===== src/rtl/parking_pkg.sv =====
// Shared types and constants for the parking-duration controller.
//   slot_state_t : per-bay lifecycle (FREE -> OCCUPIED -> DONE -> FREE)
//   slot_t       : state + elapsed seconds of one bay, as seen by the display
//   cnt_w()      : counter width for a modulus n (at least 1 bit)
package parking_pkg;

  typedef enum logic [1:0] {
    FREE     = 2'd0,
    OCCUPIED = 2'd1,
    DONE     = 2'd2
  } slot_state_t;

  localparam int                TIME_W   = 11;
  localparam logic [TIME_W-1:0] TIME_MAX = 11'd2047;

  typedef struct packed {
    slot_state_t       st;
    logic [TIME_W-1:0] tm;
  } slot_t;

  function automatic int cnt_w(input int n);
    return (n > 1) ? $clog2(n) : 1;
  endfunction

endpackage


===== src/rtl/parking_timer_ctrl_if.sv =====
// Bay sensor / display bundle of the parking-duration controller.
//   car_in, car_out : one-cycle arrival / departure pulses per bay
//   occupied, done  : per-bay state flags
//   full            : no bay is FREE
//   disp_time/slot  : seconds and index of the displayed bay
//   disp_valid      : displayed bay is not FREE
//   sec_tick        : 1 Hz one-cycle strobe
// master = sensor/display side, slave = controller.
interface parking_timer_ctrl_if #(
  parameter int SLOTS = 4
);
  import parking_pkg::*;

  localparam int SLOT_W = cnt_w(SLOTS);

  logic [SLOTS-1:0]  car_in;
  logic [SLOTS-1:0]  car_out;
  logic [SLOTS-1:0]  occupied;
  logic [SLOTS-1:0]  done;
  logic              full;
  logic [TIME_W-1:0] disp_time;
  logic [SLOT_W-1:0] disp_slot;
  logic              disp_valid;
  logic              sec_tick;

  modport master (
    output car_in, car_out,
    input  occupied, done, full, disp_time, disp_slot, disp_valid, sec_tick
  );

  modport slave (
    input  car_in, car_out,
    output occupied, done, full, disp_time, disp_slot, disp_valid, sec_tick
  );

endinterface


===== src/rtl/sec_tick_gen.sv =====
// 1 Hz prescaler: counts 0..CLK_HZ-1 and strobes sec_tick for one cycle per
// wrap.
//   clk, reset : system clock, synchronous active-high reset
//   sec_tick   : registered strobe, high in the cycle after the terminal
//                count, so the first strobe after reset lands CLK_HZ cycles
//                after the last reset edge
module sec_tick_gen import parking_pkg::*; #(
  parameter int CLK_HZ = 100_000_000
) (
  input  logic clk,
  input  logic reset,
  output logic sec_tick
);

  localparam int             CNT_W = cnt_w(CLK_HZ);
  localparam logic [CNT_W-1:0] LAST = CNT_W'(CLK_HZ - 1);

  logic [CNT_W-1:0] cnt;

  always_ff @(posedge clk) begin
    if (reset) begin
      cnt      <= '0;
      sec_tick <= 1'b0;
    end else begin
      sec_tick <= (cnt == LAST);
      cnt      <= (cnt == LAST) ? '0 : cnt + 1'b1;
    end
  end

endmodule


===== src/rtl/parking_timer_ctrl.sv =====
// Per-bay parking-duration controller with rotating display scheduler.
//   clk, reset : system clock, synchronous active-high reset
//   bus        : parking_timer_ctrl_if.slave (sensor pulses in; bay flags,
//                full, display value/index/valid and sec_tick out)
// Each bay runs FREE -> OCCUPIED -> DONE -> FREE, counting whole seconds
// while occupied (saturating at TIME_MAX) and holding its final time for
// HOLD_S seconds after departure. The scheduler shows one non-FREE bay at a
// time, moving on every ROTATE_S seconds or as soon as the shown bay frees.
module parking_timer_ctrl import parking_pkg::*; #(
  parameter int CLK_HZ   = 100_000_000,
  parameter int SLOTS    = 4,
  parameter int ROTATE_S = 3,
  parameter int HOLD_S   = 5
) (
  input  logic              clk,
  input  logic              reset,
  parking_timer_ctrl_if.slave bus
);

  localparam int SLOT_W = cnt_w(SLOTS);
  localparam int HOLD_W = cnt_w(HOLD_S);
  localparam int ROT_W  = cnt_w(ROTATE_S);

  localparam logic [HOLD_W-1:0] HOLD_LAST = HOLD_W'(HOLD_S - 1);
  localparam logic [ROT_W-1:0]  ROT_LAST  = ROT_W'(ROTATE_S - 1);

  logic tick;

  sec_tick_gen #(.CLK_HZ(CLK_HZ)) u_tick (
    .clk      (clk),
    .reset    (reset),
    .sec_tick (tick)
  );

  assign bus.sec_tick = tick;

  // ---------------------------------------------------------------- bays
  slot_t            slot [SLOTS];
  logic [SLOTS-1:0] occ, dn, active;

  for (genvar i = 0; i < SLOTS; i++) begin : g_slot
    slot_state_t       st_q;
    logic [TIME_W-1:0] tm_q;
    logic [HOLD_W-1:0] hold_q;
    logic              occ_q, done_q;

    // car_in only matters in FREE and car_out only in OCCUPIED, so a
    // simultaneous pair resolves to whichever is legal for the state.
    // A departure beats a same-cycle tick: the time freezes unincremented.
    always_ff @(posedge clk) begin
      if (reset) begin
        st_q   <= FREE;
        tm_q   <= '0;
        hold_q <= '0;
        occ_q  <= 1'b0;
        done_q <= 1'b0;
      end else begin
        case (st_q)
          FREE: if (bus.car_in[i]) begin
            st_q  <= OCCUPIED;
            tm_q  <= '0;
            occ_q <= 1'b1;
          end
          OCCUPIED: begin
            if (bus.car_out[i]) begin
              st_q   <= DONE;
              hold_q <= '0;
              occ_q  <= 1'b0;
              done_q <= 1'b1;
            end else if (tick && tm_q != TIME_MAX) begin
              tm_q <= tm_q + 1'b1;
            end
          end
          DONE: if (tick) begin
            if (hold_q == HOLD_LAST) begin
              st_q   <= FREE;
              done_q <= 1'b0;
            end else begin
              hold_q <= hold_q + 1'b1;
            end
          end
          default: begin
            st_q   <= FREE;
            occ_q  <= 1'b0;
            done_q <= 1'b0;
          end
        endcase
      end
    end

    assign slot[i]   = '{st: st_q, tm: tm_q};
    assign occ[i]    = occ_q;
    assign dn[i]     = done_q;
    assign active[i] = (slot[i].st != FREE);
  end

  assign bus.occupied = occ;
  assign bus.done     = dn;
  assign bus.full     = &(occ | dn);

  // ------------------------------------------------------------ display
  // Round-robin search starting just after cur and wrapping back to cur
  // itself; with nothing active the index simply holds.
  function automatic logic [SLOT_W-1:0] rr_next(input logic [SLOT_W-1:0] cur,
                                                input logic [SLOTS-1:0]  act);
    logic [SLOT_W-1:0] r;
    r = cur;
    // Scan farthest-first so the nearest active bay is the last write.
    for (int k = SLOTS; k >= 1; k--) begin
      logic [SLOT_W-1:0] j;
      j = SLOT_W'((int'(cur) + k) % SLOTS);
      if (act[j]) r = j;
    end
    return r;
  endfunction

  logic [SLOT_W-1:0] cur_q, sel;
  logic [ROT_W-1:0]  rot_q, rot_d;
  logic [TIME_W-1:0] dtime_q;
  logic              dvalid_q;

  // A non-active current bay (just freed, or idle display) is re-searched
  // every cycle, which also picks up the first arrival on an idle display.
  always_comb begin
    sel   = cur_q;
    rot_d = rot_q;
    if (!active[cur_q]) begin
      sel   = rr_next(cur_q, active);
      rot_d = '0;
    end else if (tick) begin
      if (rot_q == ROT_LAST) begin
        sel   = rr_next(cur_q, active);
        rot_d = '0;
      end else begin
        rot_d = rot_q + 1'b1;
      end
    end
  end

  always_ff @(posedge clk) begin
    if (reset) begin
      cur_q    <= '0;
      rot_q    <= '0;
      dtime_q  <= '0;
      dvalid_q <= 1'b0;
    end else begin
      cur_q    <= sel;
      rot_q    <= rot_d;
      dvalid_q <= active[sel];
      dtime_q  <= active[sel] ? slot[sel].tm : '0;
    end
  end

  assign bus.disp_slot  = cur_q;
  assign bus.disp_time  = dtime_q;
  assign bus.disp_valid = dvalid_q;

endmodule


===== src/flat_wrapper.sv =====
// flat-port wrapper written by rule: the top's interface ports become plain ports
module parking_timer_ctrl_flat import parking_pkg::*;
#(
  parameter int CLK_HZ   = 100_000_000,
  parameter int SLOTS    = 4,
  parameter int ROTATE_S = 3,
  parameter int HOLD_S   = 5
)
  (clk, reset, bus_car_in, bus_car_out, bus_occupied, bus_done, bus_full, bus_disp_time, bus_disp_slot, bus_disp_valid, bus_sec_tick);
  parking_timer_ctrl_if #(.SLOTS(SLOTS)) bus_i ();
  input  logic clk;
  input  logic reset;
  input wire logic [$bits(bus_i.car_in)-1:0] bus_car_in;
  input wire logic [$bits(bus_i.car_out)-1:0] bus_car_out;
  output wire logic [$bits(bus_i.occupied)-1:0] bus_occupied;
  output wire logic [$bits(bus_i.done)-1:0] bus_done;
  output wire logic [$bits(bus_i.full)-1:0] bus_full;
  output wire logic [$bits(bus_i.disp_time)-1:0] bus_disp_time;
  output wire logic [$bits(bus_i.disp_slot)-1:0] bus_disp_slot;
  output wire logic [$bits(bus_i.disp_valid)-1:0] bus_disp_valid;
  output wire logic [$bits(bus_i.sec_tick)-1:0] bus_sec_tick;
  assign bus_i.car_in = bus_car_in;
  assign bus_i.car_out = bus_car_out;
  assign bus_occupied = bus_i.occupied;
  assign bus_done = bus_i.done;
  assign bus_full = bus_i.full;
  assign bus_disp_time = bus_i.disp_time;
  assign bus_disp_slot = bus_i.disp_slot;
  assign bus_disp_valid = bus_i.disp_valid;
  assign bus_sec_tick = bus_i.sec_tick;
  parking_timer_ctrl #(.CLK_HZ(CLK_HZ), .SLOTS(SLOTS), .ROTATE_S(ROTATE_S), .HOLD_S(HOLD_S)) u_core (.clk(clk), .reset(reset), .bus(bus_i));
endmodule

===== config.mk =====
export PLATFORM = sky130hd
export DESIGN_NAME = parking_timer_ctrl_flat
export DESIGN_NICKNAME = d
export VERILOG_FILES = /design/src/rtl/parking_pkg.sv /design/src/rtl/parking_timer_ctrl_if.sv /design/src/rtl/sec_tick_gen.sv /design/src/rtl/parking_timer_ctrl.sv /design/src/flat_wrapper.sv
export SDC_FILE = /design/constraint.sdc
export NUM_CORES = 1
export LEC_CHECK = 0
export CAP_MARGIN = 20
export CORE_MARGIN = 4
export CORE_UTILIZATION = 48
export DETAILED_ROUTE_END_ITERATION = 8
export GPL_TIMING_DRIVEN = 0
export MAX_ROUTING_LAYER = met4
export PLACE_DENSITY = 0.69
export SLEW_MARGIN = 20
export SYNTH_ARGS = -nofsm -noshare
export SYNTH_HDL_FRONTEND = slang
export SYNTH_SLANG_ARGS = --single-unit

===== constraint.sdc =====
create_clock -name clk -period 1.87 [get_ports clk]
set_input_delay 0.374 -clock clk [delete_from_list [all_inputs] [get_ports clk]]
set_output_delay 0.374 -clock clk [all_outputs]
set_load 0.02 [all_outputs]

# Word level (Yosys, flattened, before mapping)
# Cells that the tools add are included.
[word_totals]
regBits = 116
[classes]
n_bitwise = 12
n_reduce_logical = 44
magnitude_cmp = 7
muxes = 103
n_eq_ne = 46
add_sub_neg = 14
[op_table]
columns = ["operator", "n"]
rows = [
  ["two-way mux 11 bit", 14],
  ["case mux 11 bit (2 select lines)", 4],
  ["AND reduction 4 bit", 17],
  ["two-way mux 2 bit", 24],
  ["adder 11 x 1 -> 11 bit (second input constant)", 4],
  ["!= test 11 bit (second input constant)", 4],
  ["!= test 2 bit (second input constant)", 20],
  ["two-way mux 3 bit", 12],
  ["adder 27 x 1 -> 27 bit (second input constant)", 1],
  ["== test 27 bit (second input constant)", 1],
  ["binary-select mux 13 bit (select 2 bit)", 1],
  ["two-way mux 1 bit", 26],
  ["case mux 1 bit (3 select lines)", 8],
  ["case mux 2 bit (3 select lines)", 4],
  ["case mux 3 bit (2 select lines)", 4],
  ["nonzero test 2 bit", 12],
  ["< comparator 2 x 3 -> 1 bit (second input constant)", 6],
  ["!= test 2 x 1 -> 1 bit (second input constant)", 8],
  ["adder 3 x 1 -> 3 bit (second input constant)", 4],
  ["binary-select mux 1 bit (select 2 bit)", 6],
  ["== test 3 bit (second input constant)", 4],
  ["AND reduction 3 bit", 4],
  ["== test 2 bit (second input constant)", 5],
  ["inverter 1 bit", 10],
  ["9 further kinds", 23],
]

# Logic depth before layout (Yosys ltp)
[depth]
word_depth = 14
depth_mapped = 9
depth_no_buf = 8

# Cells and area by module
# A second synthesis with hierarchy kept.
[hier_totals]
hier_cells = 704
hier_area_um2 = 5983.2
[modules_own_cells]
columns = ["module", "cells_each", "area_each_um2", "seq_area_each_um2", "instances"]
rows = [
  ["parking_timer_ctrl", 561, 4673.2, 1761.7, 1],
  ["sec_tick_gen", 143, 1310.0, 560.5, 1],
]

# Worst setup path before layout
# OpenSTA, ideal clock, no wires.
[synth_timing]
path_kind = "flip-flop to flip-flop"
startpoint = "register u_core.cur_q[1] (netlist: u_core.bus.disp_slot[1])"
endpoint = "register u_core.dvalid_q (netlist: u_core.bus.disp_valid)"
required_ns = 1.805
path_stages_with_launch = 7
setup_ns = 0.065
setup_slack_ns = -0.160
arrival_ns = 1.965
synth_period_minus_slack_ns = 2.030
path_cell_list = "dfxtp_1 clkbuf_1 o21ai_0 a221oi_1 o2bb2ai_2 mux4_1 nor2_1"
[synth_via]
elab_chain_cells = 12
word_cells_on_any_way = 23
[synth_rtl]
columns = ["item", "line", "source"]
rows = [
  ["start: declaration", "parking_timer_ctrl.sv:117", "logic [SLOT_W-1:0] cur_q, sel;"],
  ["start signal: assignment", "parking_timer_ctrl.sv:147", "cur_q <= sel;"],
  ["adder 2 x 1 -> 2 bit", "parking_timer_ctrl.sv:111", "j = SLOT_W'((int'(cur) + k) % SLOTS);"],
  ["binary-select mux 1 bit (select 2 bit)", "parking_timer_ctrl.sv:112", "if (act[j]) r = j;"],
  ["two-way mux 1 bit (implied by the code)", "parking_timer_ctrl.sv:112", ""],
  ["two-way mux 2 bit (4 in a row)", "parking_timer_ctrl.sv:112", ""],
  ["two-way mux 2 bit", "parking_timer_ctrl.sv:131", "if (rot_q == ROT_LAST) begin"],
  ["two-way mux 2 bit", "parking_timer_ctrl.sv:130", "end else if (tick) begin"],
  ["two-way mux 2 bit *", "parking_timer_ctrl.sv:127", "if (!active[cur_q]) begin"],
  ["binary-select mux 1 bit (select 2 bit) *", "parking_timer_ctrl.sv:149", "dvalid_q <= active[sel];"],
  ["two-way mux 1 bit (implied by the code) *", "parking_timer_ctrl.sv:149", ""],
  ["end signal: assignment", "parking_timer_ctrl.sv:149", ""],
  ["end: declaration", "parking_timer_ctrl.sv:120", "logic dvalid_q;"],
]
# Mark *: on every way between the ends. The rest lies on a longest branch, timed or not. The select of a mux whose other input is x is not followed.
# A chain may end at the register's enable or synchronous reset.

# Worst setup path after layout
[layout_timing]
startpoint = "register u_core.cur_q[0] (netlist: u_core.bus.disp_slot[0])"
endpoint = "register u_core.dtime_q[6] (netlist: u_core.bus.disp_time[6])"
[layout_via]
elab_chain_cells = 14
word_cells_on_any_way = 29
[layout_rtl]
columns = ["item", "line", "source"]
rows = [
  ["adder 2 x 1 -> 2 bit", "parking_timer_ctrl.sv:111", ""],
  ["binary-select mux 1 bit (select 2 bit)", "parking_timer_ctrl.sv:112", ""],
  ["two-way mux 1 bit (implied by the code)", "parking_timer_ctrl.sv:112", ""],
  ["two-way mux 2 bit (4 in a row)", "parking_timer_ctrl.sv:112", ""],
  ["two-way mux 2 bit", "parking_timer_ctrl.sv:131", ""],
  ["two-way mux 2 bit", "parking_timer_ctrl.sv:130", ""],
  ["two-way mux 2 bit *", "parking_timer_ctrl.sv:127", ""],
  ["inverter 2 -> 3 bit (implied by the code) or binary-select mux 1 bit (select 2 bit) (tied branches)", "parking_timer_ctrl.sv:150", "dtime_q <= active[sel] ? slot[sel].tm : '0;"],
  ["binary-select mux 13 bit (select 2 bit) or two-way mux 1 bit (tied branches)", "parking_timer_ctrl.sv:150", ""],
  ["two-way mux 11 bit (implied by the code) or inverter 1 bit (tied branches)", "-", ""],
  ["two-way mux 11 bit (implied by the code) or OR reduction 2 bit (tied branches)", "-", ""],
  ["end signal: assignment", "parking_timer_ctrl.sv:150", ""],
  ["end: declaration", "parking_timer_ctrl.sv:119", "logic [TIME_W-1:0] dtime_q;"],
]
# Marked as above.

==> results.sh <==
export IMPL_power_density_nw_per_um2=1000
export IMPL_multi_input_area_um2=3460
export IMPL_fin_util=0.625
export IMPL_gp_congestion=0.891
export IMPL_final_cell_mix="105 x dfxtp_1, 97 x nand2_1, 95 x nor2_1"
export IMPL_grt_pass1_wl_mm=24.0
export IMPL_syn_area_um2=5900
export IMPL_synth_flop_cell="dfxtp_1"
export IMPL_clockBufferDepth=2
export IMPL_required_ns=2.17
export IMPL_numCtsBuffers=17
export IMPL_clkSinkCount=116
export IMPL_synth_fp_nets=744
export IMPL_worstPathCellList="buf_8 -> nor4b_4 -> o21ai_1 -> and3b_1 -> a22o_1 -> buf_6 -> buf_12 -> mux2i_2 -> a22o_1"
export IMPL_firstDrtPassIters=7
export IMPL_comb_power_share=0.191
export IMPL_synth_area_leaders="dfxtp_1 39%, nor2_1 6.4%, nand2_1 6.2%, xor2_1 4.9%, xnor2_1 4.0%"
export IMPL_wl_per_cell_um=15.5
export IMPL_slew_headroom=0.588
export IMPL_ant_nets=0
export IMPL_fillerInstances=1007
export IMPL_ios=34
export IMPL_synth_top_area_share=0.394
export IMPL_yosys_area_top_type="dfxtp_1"
export IMPL_cp_arrival_ns=2.33
export IMPL_clkTransAtPathRegs_ns=0.05
export IMPL_critPathBufInv=3
export IMPL_seq_area_frac_synth=0.394
export IMPL_htree_levels=4
export IMPL_max_cap_violations=0
export IMPL_vdd_ir_drop_max_v=0.000775
export IMPL_internal_power_mw=5.64
export IMPL_crit_slowest_cell="dfxtp_2"
export IMPL_tightest_slew_ns=0.619
export IMPL_rsz0062_at_grt="true"
export IMPL_ys_seq_elements=116
export IMPL_worstHoldPathType="reg -> reg"
export IMPL_crit_top_cell="a22o_1"
export IMPL_antenna_cells=0
export IMPL_nets=811
export IMPL_vias=5293
export IMPL_drive_gt1_frac=0.159
export IMPL_cts_tree="done"
export IMPL_period_share=1.09
export IMPL_drc=0
export IMPL_violations="setup timing"
export IMPL_layout_area_seq_um2=2340
export IMPL_swShare=0.250
export IMPL_path_delay_family="compound AO/OA/AOI/OAI gates"
export IMPL_clk_insertion_delay_late_ns=0.42
export IMPL_placed_area_um2=6460
export IMPL_critical_path_class="reg -> reg"
export IMPL_async_reset_ff_frac=0
export IMPL_setup_slack_ns=-0.168
export IMPL_synth_avg_cell_area_um2=8.18
export IMPL_synth_edff_count=0
export IMPL_area_growth_pct=27.4
export IMPL_grtUsageTotal=0.215
export IMPL_final_setup_skew_ns=0.00779
export IMPL_fin_crit_ns=2.04
export IMPL_finalHoldViolCount=0
export IMPL_critical_path_max_fanout=7
export IMPL_end_kind="register"
export IMPL_fp_dieArea_um2=14100
export IMPL_fp_row_count=40
export IMPL_wl_mm=14.7
export IMPL_setup_viol=12
export IMPL_ys_types=55
export IMPL_avgViaCountPerCell=5.58
export IMPL_drt_iter0_drc=363
export IMPL_cts_root_buf="clkbuf_16"
export IMPL_initial_core_util=0.491
export IMPL_grt_start_max_net_pins=17
export IMPL_start_kind="register"
export IMPL_fmax_mhz=491
export IMPL_die_y_um=119
export IMPL_antenna_found_initial=0
export IMPL_power_frac_clock=0.464
export IMPL_pwr_share_seq=0.345
export IMPL_grt_overflow=0
export IMPL_port_buffer_count=33
export IMPL_core_area_um2=12000
export IMPL_final_area_um2=7510
export IMPL_slew_viol_final=0
export IMPL_grt_pass1_vias=5066
export IMPL_ctsHoldBuffers=0
export IMPL_leakagePower_nw=2.96
export IMPL_outcome="finished with violations"
export IMPL_die_w_um=119
export IMPL_yosysWarnings=0
export IMPL_synthCells=721
export IMPL_max_stage_delay_ns=0.33
export IMPL_p_sw_mw=1.88
export IMPL_mostFrequentLayoutCell="dfxtp_1"
export IMPL_dp_hpwl_mm=10.0
==> cell usage after synthesis (5+ instances only) <==
library cell	n
a22o_1	12
nand2_1	97
buf_6	5
buf_4	8
nor3_1	24
o21ai_0	11
mux2i_1	22
a21oi_1	39
buf_1	6
a21o_1	5
a31oi_1	8
dfxtp_1	116
nand3b_1	5
and2_1	7
xnor2_1	27
nor2b_1	6
nand3_1	26
nand4_1	17
and3_1	18
inv_1	23
and4_1	10
ha_1	13
nand2b_1	8
clkbuf_1	15
nor2_1	100
xor2_1	33
buf_2	8
==> area by class of cell <==
type | instances | share of cell area
Clock buffer | 23 | 0.0650
Clock inverter | 9 | 0.0198
Tap cell | 147 | 0.0245
Buffer | 39 | 0.0388
Sequential cell | 116 | 0.312
Timing Repair Buffer | 51 | 0.0685
Multi-Input combinational cell | 540 | 0.460
Inverter | 23 | 0.0115
==> through the flow <==
stage / std cells / setup TNS [ns] / hold slack [ns] / power [mW] / setup WS [ns]
4_1_cts: 946 / -1.07 / 0.462 / 7.46 / -0.158
5_1_grt: 948 / -2.60 / 0.454 / 7.79 / -0.257
3_3_place_gp: 901 / -25.13 / 0.441 / 3.63 / -0.402
6_report: 948 / -1.52 / 0.428 / 7.52 / -0.168
3_5_place_dp: 901 / -28.95 / 0.450 / 3.65 / -0.463
2_1_floorplan: 721 / -0.00381 / 0.430 / 3.40 / -0.00381
==> cells by family after synthesis <==
kind of cell    share of synthesized area
compound gates                      0.111
flops                               0.394
mux                                0.0437
simple gates                        0.280
fa+ha+maj                          0.0276
buf+inv                            0.0545
xor+xnor                           0.0891
==> state kept, by name, summed over array words and instances (netlist names), 4 cells and up <==
register	cells
u_core.g_slot.tm_q	44
u_core.bus.disp_time	11
u_core.u_tick.cnt	27
u_core.g_slot.done_q	4
u_core.g_slot.occ_q	4
u_core.g_slot.st_q	8
u_core.g_slot.hold_q	12
==> layer usage <==
layer | share of wire | track usage | up-vias
li1 | - | - | 2615
met1 | 0.43 | 0.240 | 2505
met2 | 0.51 | 0.373 | 141
met3 | 0.044 | 0.0541 | 32
met4 | 0.020 | 0.0797 | 0
met5 | 0 | - | -
==> final timing paths <==
kind | slack [ns] | cells past startpoint | to | startpoint
min | 0.43 | 1 | u_core.u_tick.cnt[0] | u_core.u_tick.cnt[0]
max reg2reg | -0.17 | 9 | u_core.bus.disp_time[6] | u_core.bus.disp_slot[0]
min reg2reg | 0.43 | 1 | u_core.u_tick.cnt[0] | u_core.u_tick.cnt[0]
max | -0.17 | 9 | u_core.bus.disp_time[6] | u_core.bus.disp_slot[0]
==> power groups by stage <==
| stage | logic, mW | clock network (mW) | registers [mW] |
|---|---|---|---|
| 2_1_floorplan | 0.757 | 0 | 2.64 |
| 3_3_place_gp | 0.996 | 0 | 2.64 |
| 3_5_place_dp | 1.01 | 0 | 2.64 |
| 4_1_cts | 1.35 | 3.52 | 2.59 |
| 5_1_grt | 1.53 | 3.67 | 2.60 |
| 6_report | 1.43 | 3.49 | 2.59 |
==> timing repair <==
item | in CTS | in global routing
endpoints found under the hold margin | 0 | 0
cloned | 2 | 0
setup endpoints to repair | 62 | 84
buffers inserted | 11 | 8
pin swaps | 15 | 13
resized for setup | 43 | 47
Power figures use the tool's default switching activity.
